### src/rtl/ga_pkg.sv
// Shared types and default timing for the CPC gate-array sync/interrupt stage.
package ga_pkg;

  typedef enum logic [1:0] {
    V_IDLE = 2'd0,
    V_WAIT = 2'd1,
    V_ACT  = 2'd2
  } vstate_e;

  typedef enum logic [1:0] {
    MODE_0 = 2'd0,
    MODE_1 = 2'd1,
    MODE_2 = 2'd2,
    MODE_3 = 2'd3
  } mode_e;

  localparam logic [3:0] HS_DELAY     = 4'd2;
  localparam logic [3:0] HS_WIDTH     = 4'd4;
  localparam logic [3:0] HS_END       = HS_DELAY + HS_WIDTH;
  localparam logic [3:0] VS_DELAY     = 4'd2;
  localparam logic [3:0] VS_WIDTH     = 4'd4;
  localparam logic [5:0] IRQ_LINES    = 6'd52;
  localparam logic [5:0] IRQ_LAST     = IRQ_LINES - 6'd1;
  // HSYNC falls after a VSYNC rise at which R52 is resynchronised.
  localparam logic [1:0] RESYNC_FALLS = 2'd2;

  function automatic logic [3:0] sat_inc4(input logic [3:0] v);
    return (v == 4'hF) ? v : v + 4'd1;
  endfunction

endpackage

### src/rtl/ga_edge_det.sv
// Registered rise/fall detector; edges are reported only on CLKEN cycles.
module ga_edge_det (
  input  logic clk_i,
  input  logic rst_n_i,
  input  logic clken_i,
  input  logic sig_i,
  output logic rise_o,
  output logic fall_o
);

  logic sig_q;

  // Reset loads the live level so a sync already high at reset is not seen as a new edge.
  always_ff @(posedge clk_i) begin
    if (!rst_n_i || clken_i) sig_q <= sig_i;
  end

  assign rise_o = clken_i &  sig_i & ~sig_q;
  assign fall_o = clken_i & ~sig_i &  sig_q;

endmodule

### src/rtl/ga_sync_irq.sv
// CPC gate-array sync and raster-interrupt stage downstream of the 6845 CRTC.
// Define CPC_PLUS_PRI_EN for the CPC+ programmable raster interrupt (PRI_LINE/PRI_HIT).
module ga_sync_irq
  import ga_pkg::*;
(
  input  logic       CLOCK,
  input  logic       nRESET,
  input  logic       CLKEN,
  input  logic       CRTC_HSYNC,
  input  logic       CRTC_VSYNC,
  input  logic       INT_ACK,
  input  logic       IRQ_CLR,
  input  logic       MODE_WR,
  input  logic [1:0] MODE_IN,
`ifdef CPC_PLUS_PRI_EN
  input  logic [7:0] PRI_LINE,
  output logic       PRI_HIT,
`endif
  output logic       HSYNC_O,
  output logic       VSYNC_O,
  output logic       INT_N,
  output logic [1:0] MODE,
  output logic [5:0] IRQ_CNT
);

  logic hs_rise, hs_fall, vs_rise, vs_fall;

  ga_edge_det u_hs_edge (
    .clk_i(CLOCK), .rst_n_i(nRESET), .clken_i(CLKEN),
    .sig_i(CRTC_HSYNC), .rise_o(hs_rise), .fall_o(hs_fall)
  );

  ga_edge_det u_vs_edge (
    .clk_i(CLOCK), .rst_n_i(nRESET), .clken_i(CLKEN),
    .sig_i(CRTC_VSYNC), .rise_o(vs_rise), .fall_o(vs_fall)
  );

  logic [3:0] hcnt_q, hcnt_d;
  logic       hs_out_q, hs_out_d;
  mode_e      mode_q, mode_d, pend_q, pend_d;

  always_comb begin
    hcnt_d = hcnt_q;
    if (hs_rise) hcnt_d = '0;
    else if (CLKEN && CRTC_HSYNC) hcnt_d = sat_inc4(hcnt_q);
    hs_out_d = hs_out_q;
    if (CLKEN) hs_out_d = CRTC_HSYNC && (hcnt_d >= HS_DELAY) && (hcnt_d < HS_END);
    // A write landing on the rise cycle only reaches MODE at the following HSYNC.
    pend_d = MODE_WR ? mode_e'(MODE_IN) : pend_q;
    mode_d = hs_rise ? pend_q : mode_q;
  end

  vstate_e    v_state_q, v_state_d;
  logic [3:0] vcnt_q, vcnt_d;

  always_ff @(posedge CLOCK) begin
    if (!nRESET) v_state_q <= V_IDLE;
    else         v_state_q <= v_state_d;
  end

  always_comb begin
    v_state_d = v_state_q;
    vcnt_d    = vcnt_q;
    case (v_state_q)
      V_IDLE: begin
        if (vs_rise) begin
          v_state_d = V_WAIT;
          vcnt_d    = '0;
        end
      end
      V_WAIT: begin
        if (vs_fall) begin
          v_state_d = V_IDLE;
          vcnt_d    = '0;
        end else if (hs_fall) begin
          if (sat_inc4(vcnt_q) == VS_DELAY) begin
            v_state_d = V_ACT;
            vcnt_d    = '0;
          end else begin
            vcnt_d = sat_inc4(vcnt_q);
          end
        end
      end
      V_ACT: begin
        if (vs_fall || (hs_fall && sat_inc4(vcnt_q) == VS_WIDTH)) begin
          v_state_d = V_IDLE;
          vcnt_d    = '0;
        end else if (hs_fall) begin
          vcnt_d = sat_inc4(vcnt_q);
        end
      end
      default: begin
        v_state_d = V_IDLE;
        vcnt_d    = '0;
      end
    endcase
  end

  logic [1:0] rs_q, rs_d;
  logic       resync;

  // Counts down the HSYNC falls left until the R52 resync point after a VSYNC rise.
  always_comb begin
    rs_d = rs_q;
    if (vs_rise) rs_d = RESYNC_FALLS;
    else if (hs_fall && rs_q != 2'd0) rs_d = rs_q - 2'd1;
  end
  assign resync = hs_fall && !vs_rise && (rs_q == 2'd1);

  logic       r52_en, pri_fire;
  logic [5:0] cnt_q, cnt_d;
  logic       irq_q, irq_d;

`ifdef CPC_PLUS_PRI_EN
  logic [7:0] line_q, line_d;
  logic       pri_hit_q;

  always_comb begin
    line_d = line_q;
    if (hs_fall) line_d = resync ? 8'd0 : line_q + 8'd1;
  end
  assign pri_fire = hs_fall && (PRI_LINE != 8'd0) && (line_d == PRI_LINE);
  assign r52_en   = (PRI_LINE == 8'd0);

  always_ff @(posedge CLOCK) begin
    if (!nRESET) begin
      line_q    <= '0;
      pri_hit_q <= 1'b0;
    end else begin
      line_q <= line_d;
      if (CLKEN) pri_hit_q <= pri_fire;
    end
  end
  assign PRI_HIT = pri_hit_q;
`else
  assign pri_fire = 1'b0;
  assign r52_en   = 1'b1;
`endif

  // Ack is applied before the line step so a fresh interrupt can re-assert; CLR overrides all.
  always_comb begin
    cnt_d = cnt_q;
    irq_d = irq_q;
    if (INT_ACK) begin
      irq_d    = 1'b0;
      cnt_d[5] = 1'b0;
    end
    if (hs_fall) begin
      if (resync) begin
        if (cnt_d[5] && r52_en) irq_d = 1'b1;
        cnt_d = '0;
      end else if (cnt_d == IRQ_LAST) begin
        cnt_d = '0;
        if (r52_en) irq_d = 1'b1;
      end else begin
        cnt_d = cnt_d + 6'd1;
      end
    end
    if (pri_fire) irq_d = 1'b1;
    if (IRQ_CLR) begin
      cnt_d = '0;
      irq_d = 1'b0;
    end
  end

  always_ff @(posedge CLOCK) begin
    if (!nRESET) begin
      hcnt_q   <= '0;
      hs_out_q <= 1'b0;
      mode_q   <= MODE_0;
      pend_q   <= MODE_0;
      vcnt_q   <= '0;
      rs_q     <= '0;
      cnt_q    <= '0;
      irq_q    <= 1'b0;
    end else begin
      hcnt_q   <= hcnt_d;
      hs_out_q <= hs_out_d;
      mode_q   <= mode_d;
      pend_q   <= pend_d;
      vcnt_q   <= vcnt_d;
      rs_q     <= rs_d;
      cnt_q    <= cnt_d;
      irq_q    <= irq_d;
    end
  end

  assign HSYNC_O = hs_out_q;
  assign VSYNC_O = (v_state_q == V_ACT);
  assign INT_N   = ~irq_q;
  assign MODE    = mode_q;
  assign IRQ_CNT = cnt_q;

endmodule

### config.mk
export PLATFORM = sky130hd
export DESIGN_NAME = ga_sync_irq
export DESIGN_NICKNAME = d
export VERILOG_FILES = /design/src/rtl/ga_pkg.sv /design/src/rtl/ga_edge_det.sv /design/src/rtl/ga_sync_irq.sv
export SDC_FILE = /design/constraint.sdc
export NUM_CORES = 1
export LEC_CHECK = 0
export ABC_AREA = 0
export BUFFER_PORTS_ARGS = -buffer_cell sky130_fd_sc_hd__clkbuf_2
export CAP_MARGIN = 15
export CORE_ASPECT_RATIO = 0.9
export CORE_MARGIN = 4
export CORE_UTILIZATION = 51
export CTS_BUF_LIST = sky130_fd_sc_hd__clkbuf_16
export DETAILED_ROUTE_END_ITERATION = 10
export HOLD_SLACK_MARGIN = 0.06
export PLACE_DENSITY = 0.75
export SETUP_SLACK_MARGIN = 0.05
export SKIP_CTS_REPAIR_TIMING = 1
export SYNTH_ARGS = -nofsm -noshare
export SYNTH_HDL_FRONTEND = slang
export SYNTH_SLANG_ARGS = --single-unit
### constraint.sdc
create_clock -name CLOCK -period 1.6 [get_ports CLOCK]
set_input_delay 0.24 -clock CLOCK [delete_from_list [all_inputs] [get_ports CLOCK]]
set_output_delay 0.24 -clock CLOCK [all_outputs]
set_load 0.02 [all_outputs]
Yosys cells after proc, flatten, opt, wreduce, memory -nomap -nowiden
Cells that the tools add are included.

Register bits after elaboration: 26. Latch bits: 0. Bits in writable memories: 0. ROM bits: 0. Bits of input ports: 10. Output and inout port bits: 11. Word-level logic and storage cells: 92. Memories: 0.

Add/sub/neg operators: 4. Multiply operators: 0. Divide/modulo/power cells: 0. Magnitude comparators: 2. Equal/unequal tests: 13. Shifts and indexed selects: 0. Muxes and demuxes: 28. Bitwise logic cells: 14. Reductions and logical operators: 18.

Operators with widths (count): 4-bit 2-to-1 mux (10); 6-bit 2-to-1 mux (3); 2-bit 2-to-1 mux (7); 4-bit case mux with 3 select lines (1); 4-bit by 1-bit adder with 4-bit output (second input constant) (2); 1-bit bitwise AND (8); 4-bit equality test (second input constant) (2); 1-bit logical AND (7); 6-bit by 1-bit adder with 6-bit output (second input constant) (1); 6-bit equality test (second input constant) (1); 1-bit 2-to-1 mux (6); 3-bit != test (second input constant) (2); 1-bit inverter (6); 2-bit case mux with 3 select lines (1); 2-bit by 1-bit equality test with 1-bit output (second input constant) (2); 4-bit by 2-bit equality test with 1-bit output (second input constant) (1); 4-bit by 3-bit equality test with 1-bit output (second input constant) (1); 4-bit by 2-bit greater-or-equal comparator with 1-bit output (second input constant) (1); 4-bit by 3-bit < comparator with 1-bit output (second input constant) (1); 4-bit AND reduction (1); 2-bit nonzero test (2); 2-bit OR reduction (2); 3-bit by 1-bit != test with 1-bit output (second input constant) (1); 3-bit AND reduction (1); other kinds (7) (9).

Logic depth before layout (Yosys ltp)
Word-level depth: 7. Mapped depth: 6.

Modules after synthesis
From an unflattened synthesis, not the netlist that was laid out.

Cells, all modules: 167. Area, all modules: 1503.9 um2.

By module, submodules not included: ga_sync_irq (instances 1, cells each 159, area each 1396.3 um2, sequential area each 480.5 um2); ga_edge_det (instances 2, cells each 4, area each 53.8 um2, sequential area each 30.0 um2).

Least setup slack after synthesis
No wires, ideal clock.

Path kind: reg-to-reg. From: register vcnt_q[1]. To: register v_state_q[1]. Setup time: 0.119 ns. Data arrival time: 1.589 ns. Data required time: 1.481 ns. Slack: -0.108 ns. Stages on the path, launching flop included: 7. Buffers on the path: 0. Period minus slack after synthesis: 1.708 ns. Path through: dfxtp_1 -> ha_1 -> and4b_1 -> o21a_2 -> a21oi_2 -> a311oi_2 -> o221a_1.

Cells in the longest elaborated chain, start to end: 7.

RTL lines: start, declared (line ga_sync_irq.sv:54) `logic [3:0] vcnt_q, vcnt_d;`; start signal, assigned (line ga_sync_irq.sv:181) `vcnt_q <= vcnt_d;`; 4-bit by 1-bit adder with 4-bit output / 4-bit equality test (equally long branches) (line ga_pkg.sv:28) `return (v == 4'hF) ? v : v + 4'd1;`; 4-bit 2-to-1 mux *; 4-bit by 3-bit equality test with 1-bit output (line ga_sync_irq.sv:85) `if (vs_fall || (hs_fall && sat_inc4(vcnt_q) == VS_WIDTH)) begin`; 1-bit logical AND (line ga_sync_irq.sv:85); 1-bit logical OR (line ga_sync_irq.sv:85); 2-bit by 1-bit != test with 1-bit output (no line); 4-bit AND reduction (no line) *; end signal, assigned (line ga_sync_irq.sv:58) `else v_state_q <= v_state_d;`; end, declared (line ga_sync_irq.sv:53) `vstate_e v_state_q, v_state_d;`.

Mark *: on every way between the ends. The rest lies on a longest branch, timed or not. A chain may end at the register's enable or synchronous reset.

Worst setup path in the final report
From: register vcnt_q[0]. To: register v_state_q[0].

Same word-level chain as after synthesis.

==> qor.json <==
{
  "cts": {
    "cts_sinks": 26,
    "clkSlewWorstSetupHoldPaths_ns": 0.07,
    "tritoncts.num_buffers": 3,
    "worst_skew_pair.late_latency_ns": 0.26,
    "cts_buffer_depth": 2,
    "htree_num_levels": 1,
    "cts_tree": "done",
    "clockRootBuffer": "clkbuf_16"
  },
  "yosys": {
    "synth_enable_flop_cells": 2,
    "synthesis.area_sq_um": 1520,
    "synthArstFlopShare_pct": 0,
    "yosys_warnings": 0,
    "proportion_of_synthesized_chip_area_in_sequential_cells_pct": 35.6,
    "synth-simple-area-share_pct": 25.5,
    "yosys.cell_types.count": 49,
    "syn-mean-instance-area_sq_um": 8.77,
    "netlist_instances": 173,
    "synthAdderAreaFrac_pct": 6.60,
    "syn-num-nets": 191,
    "yosys.area_share.xor_xnor_pct": 2.89,
    "synth.mux.area_fraction_pct": 3.30,
    "synth_compound_gate_area_share_pct": 22.3,
    "ys_dominant_reg_cell": "dfxtp_1",
    "synth.ff_latch_count": 26,
    "synth_top_family_by_area": "simple AND/OR/NAND/NOR gates"
  },
  "routing": {
    "drc_errors": 0,
    "antenna_violating_nets_left": 0,
    "wirelength_um": 3510,
    "drt-initial-drc-count": 81,
    "detail_route.vias_per_cell": 5.69,
    "detail_route.wl_per_cell_um": 14.2,
    "detailroute.via_count": 1405,
    "detail_route.first_pass.iterations": 4
  },
  "finish": {
    "regArea_sq_um": 548,
    "layout_stage_area_growth_over_the_synthesis_result_pct": 26.3,
    "num_antenna_cells": 0,
    "drive_above_1_share_pct": 29.0,
    "fin_area_sq_um": 1920,
    "final_net_count": 226,
    "filler_cell_count": 228,
    "layout.cells.most_common_list": "dfxtp_1, nand2_1, clkbuf_2, buf_4, inv_1",
    "area_of_the_multi_input_gates_sq_um": 967
  },
  "worst_setup_path": {
    "timing.critical_path.slowest_stage_cell": "dfxtp_4",
    "crit_fanout": 3,
    "worst_setup_path_end_kind": "register",
    "setup.worst_path.start": "vcnt_q[0]",
    "arrival_ns": 1.83,
    "timing.setup.critical_path_class": "reg2reg",
    "crit_path_max_incr_delay_ns": 0.35,
    "timing.reg2reg.worst_path_depth": 6,
    "timing.critical_path.cells": "ha_4 -> a21o_2 -> o21ai_2 -> nand4b_1 -> a311oi_2 -> mux2i_1",
    "rrSetupSlack_ns": -0.04,
    "worstSetupStartpointType": "register",
    "required_worst_endpoint_ns": 1.78,
    "crit-reg2reg-capture": "v_state_q[0]",
    "worst_reg2reg_path_startpoint": "vcnt_q[0]"
  },
  "sta": {
    "finalHoldViolations": 0,
    "final.min_clock_period_ns": 1.64,
    "rsz0062_at_grt": "yes",
    "worst-slew-pin-transition_ns": 0.311,
    "layout_worst_path_cycle_share_pct": 103,
    "final-max-slew-violation-count": 0,
    "maxSlewHeadroom_pct": 79.2,
    "skew_ns": 0.00317,
    "post-route-worst-setup-slack_ns": -0.0441,
    "maxClockFrequency_mhz": 608,
    "finalSetupViolCount": 3
  },
  "global_route": {
    "number_of_global_route_vias_before_repair": 1382,
    "remaining_overflow_grt": 0,
    "initial_antenna_violation_count": 0,
    "grt_start_max_net_pins": 16,
    "global_route_wire_length_before_repair_um": 5730,
    "grt_util_all_layers_pct": 18.2
  },
  "floorplanning": {
    "core_sq_um": 2790,
    "die_h_um": 59.8,
    "start_util_pct": 54.3,
    "die_x_um": 65.5,
    "ioPinCount": 21,
    "total_number_of_placement_rows": 18,
    "floorplan.die_area_sq_um": 3910
  },
  "power": {
    "peakVddDrop_mv": 0.849,
    "leakage_nw": 0.728,
    "pwr_density_cell_nw_per_um2": 1030
  },
  "placement": {
    "dp_worst_setup_slack_ns": -0.0486,
    "routabilityCongestion": 0.898,
    "placed_cell_area_sq_um": 1740,
    "hpwlAfterDp_um": 2490,
    "port_buffers": 20
  },
  "run": {
    "max_cap_viol_count": 0
  },
  "min_path": {
    "whs_endpoint": "irq_q",
    "hold_start": "INT_ACK",
    "worst_hold_path_type": "in2reg",
    "holdPathStages": 2
  },
  "run_status": {
    "violations_in_the_final_reports": "setup timing",
    "result_of_the_run": "complete, but fails checks"
  }
}
final cells by class:
| type | instances | area share (%) |
|---|---|---|
| timing repair buffer | 35 | 11.1 |
| clock inverter | 1 | 1.57 |
| tap | 40 | 2.61 |
| inverter | 9 | 1.76 |
| sequential | 26 | 28.6 |
| clock buffer | 3 | 3.92 |
| multi-input combinational | 133 | 50.5 |
metrics by stage:
step | power [mW] | hold slack [ns] | setup TNS (ns) | utilization (%) | cells
2_1_floorplan | 1.07 | 0.319 | 0 | - | 173
3_3_place_gp | 1.20 | 0.424 | 0 | 62.3 | 239
3_5_place_dp | 1.21 | 0.434 | -0.0778 | 62.3 | 239
4_1_cts | 1.93 | 0.161 | -0.103 | 66.1 | 243
5_1_grt | 2.08 | 0.174 | -0.277 | 68.6 | 247
6_report | 1.97 | 0.165 | -0.0837 | 68.6 | 247
cell usage after synthesis, types with 3 or more instances:
library cell | instances | share of area [%]
nand2b_1 | 4 | 1.6
nor2b_1 | 6 | 2.5
nand3b_1 | 4 | 2.0
o21ai_0 | 7 | 2.3
nand2_1 | 20 | 4.9
a21boi_0 | 6 | 3.0
dfxtp_1 | 24 | 32
ha_1 | 8 | 6.6
a21oi_1 | 7 | 2.3
and3_1 | 3 | 1.2
a31oi_1 | 5 | 2.1
xor2_1 | 4 | 2.3
nor3b_1 | 3 | 1.5
nand3_1 | 7 | 2.3
nor2_1 | 8 | 2.0
nand4_1 | 3 | 1.2
inv_1 | 9 | 2.2
mux2i_1 | 5 | 3.3
logic make-up after synthesis:
| group | Yosys count |
|---|---|
| AND/OR/NAND/NOR | 69 |
| AO/OA/AOI/OAI | 46 |
| flip-flops | 26 |
| buffers and inverters | 14 |
| adder cells (fa/ha/maj) | 8 |
| XOR/XNOR | 5 |
| multiplexers | 5 |
worst max-delay path: cells and delay by family, from the launching register on:
kind,cells,cell delay (ns)
multiplexers,1,0.22
adder cells (fa/ha/maj),1,0.24
AND/OR/NAND/NOR,1,0.14
flip-flops,1,0.35
AO/OA/AOI/OAI,3,0.61
routing by layer:
layer | track usage [%] | part of all wire [%]
met1 | 22.0 | 45
met2 | 33.3 | 49
met3 | 3.38 | 5.2
met4 | 4.73 | 1.0
met5 | 0 | 0
flip-flops by register name, summed over array words and instances (netlist names):
signal / cells
HSYNC_O: 1
IRQ_CNT: 6
MODE: 2
hcnt_q: 4
irq_q: 1
pend_q: 2
rs_q: 2
u_hs_edge.sig_q: 1
u_vs_edge.sig_q: 1
v_state_q: 2
vcnt_q: 4
worst max-delay path by stage:
stage / depth (start not counted) / to
2_1_floorplan: 6 / v_state_q[1]
3_3_place_gp: 6 / vcnt_q[3]
3_5_place_dp: 6 / v_state_q[0]
4_1_cts: 6 / v_state_q[0]
5_1_grt: 6 / v_state_q[1]
6_report: 6 / v_state_q[0]
power by group:
part	internal (mW)	switching [mW]
sequential	0.690	0.0261
combinational	0.225	0.309
clock	0.497	0.225
Power figures use the tool's default switching activity.
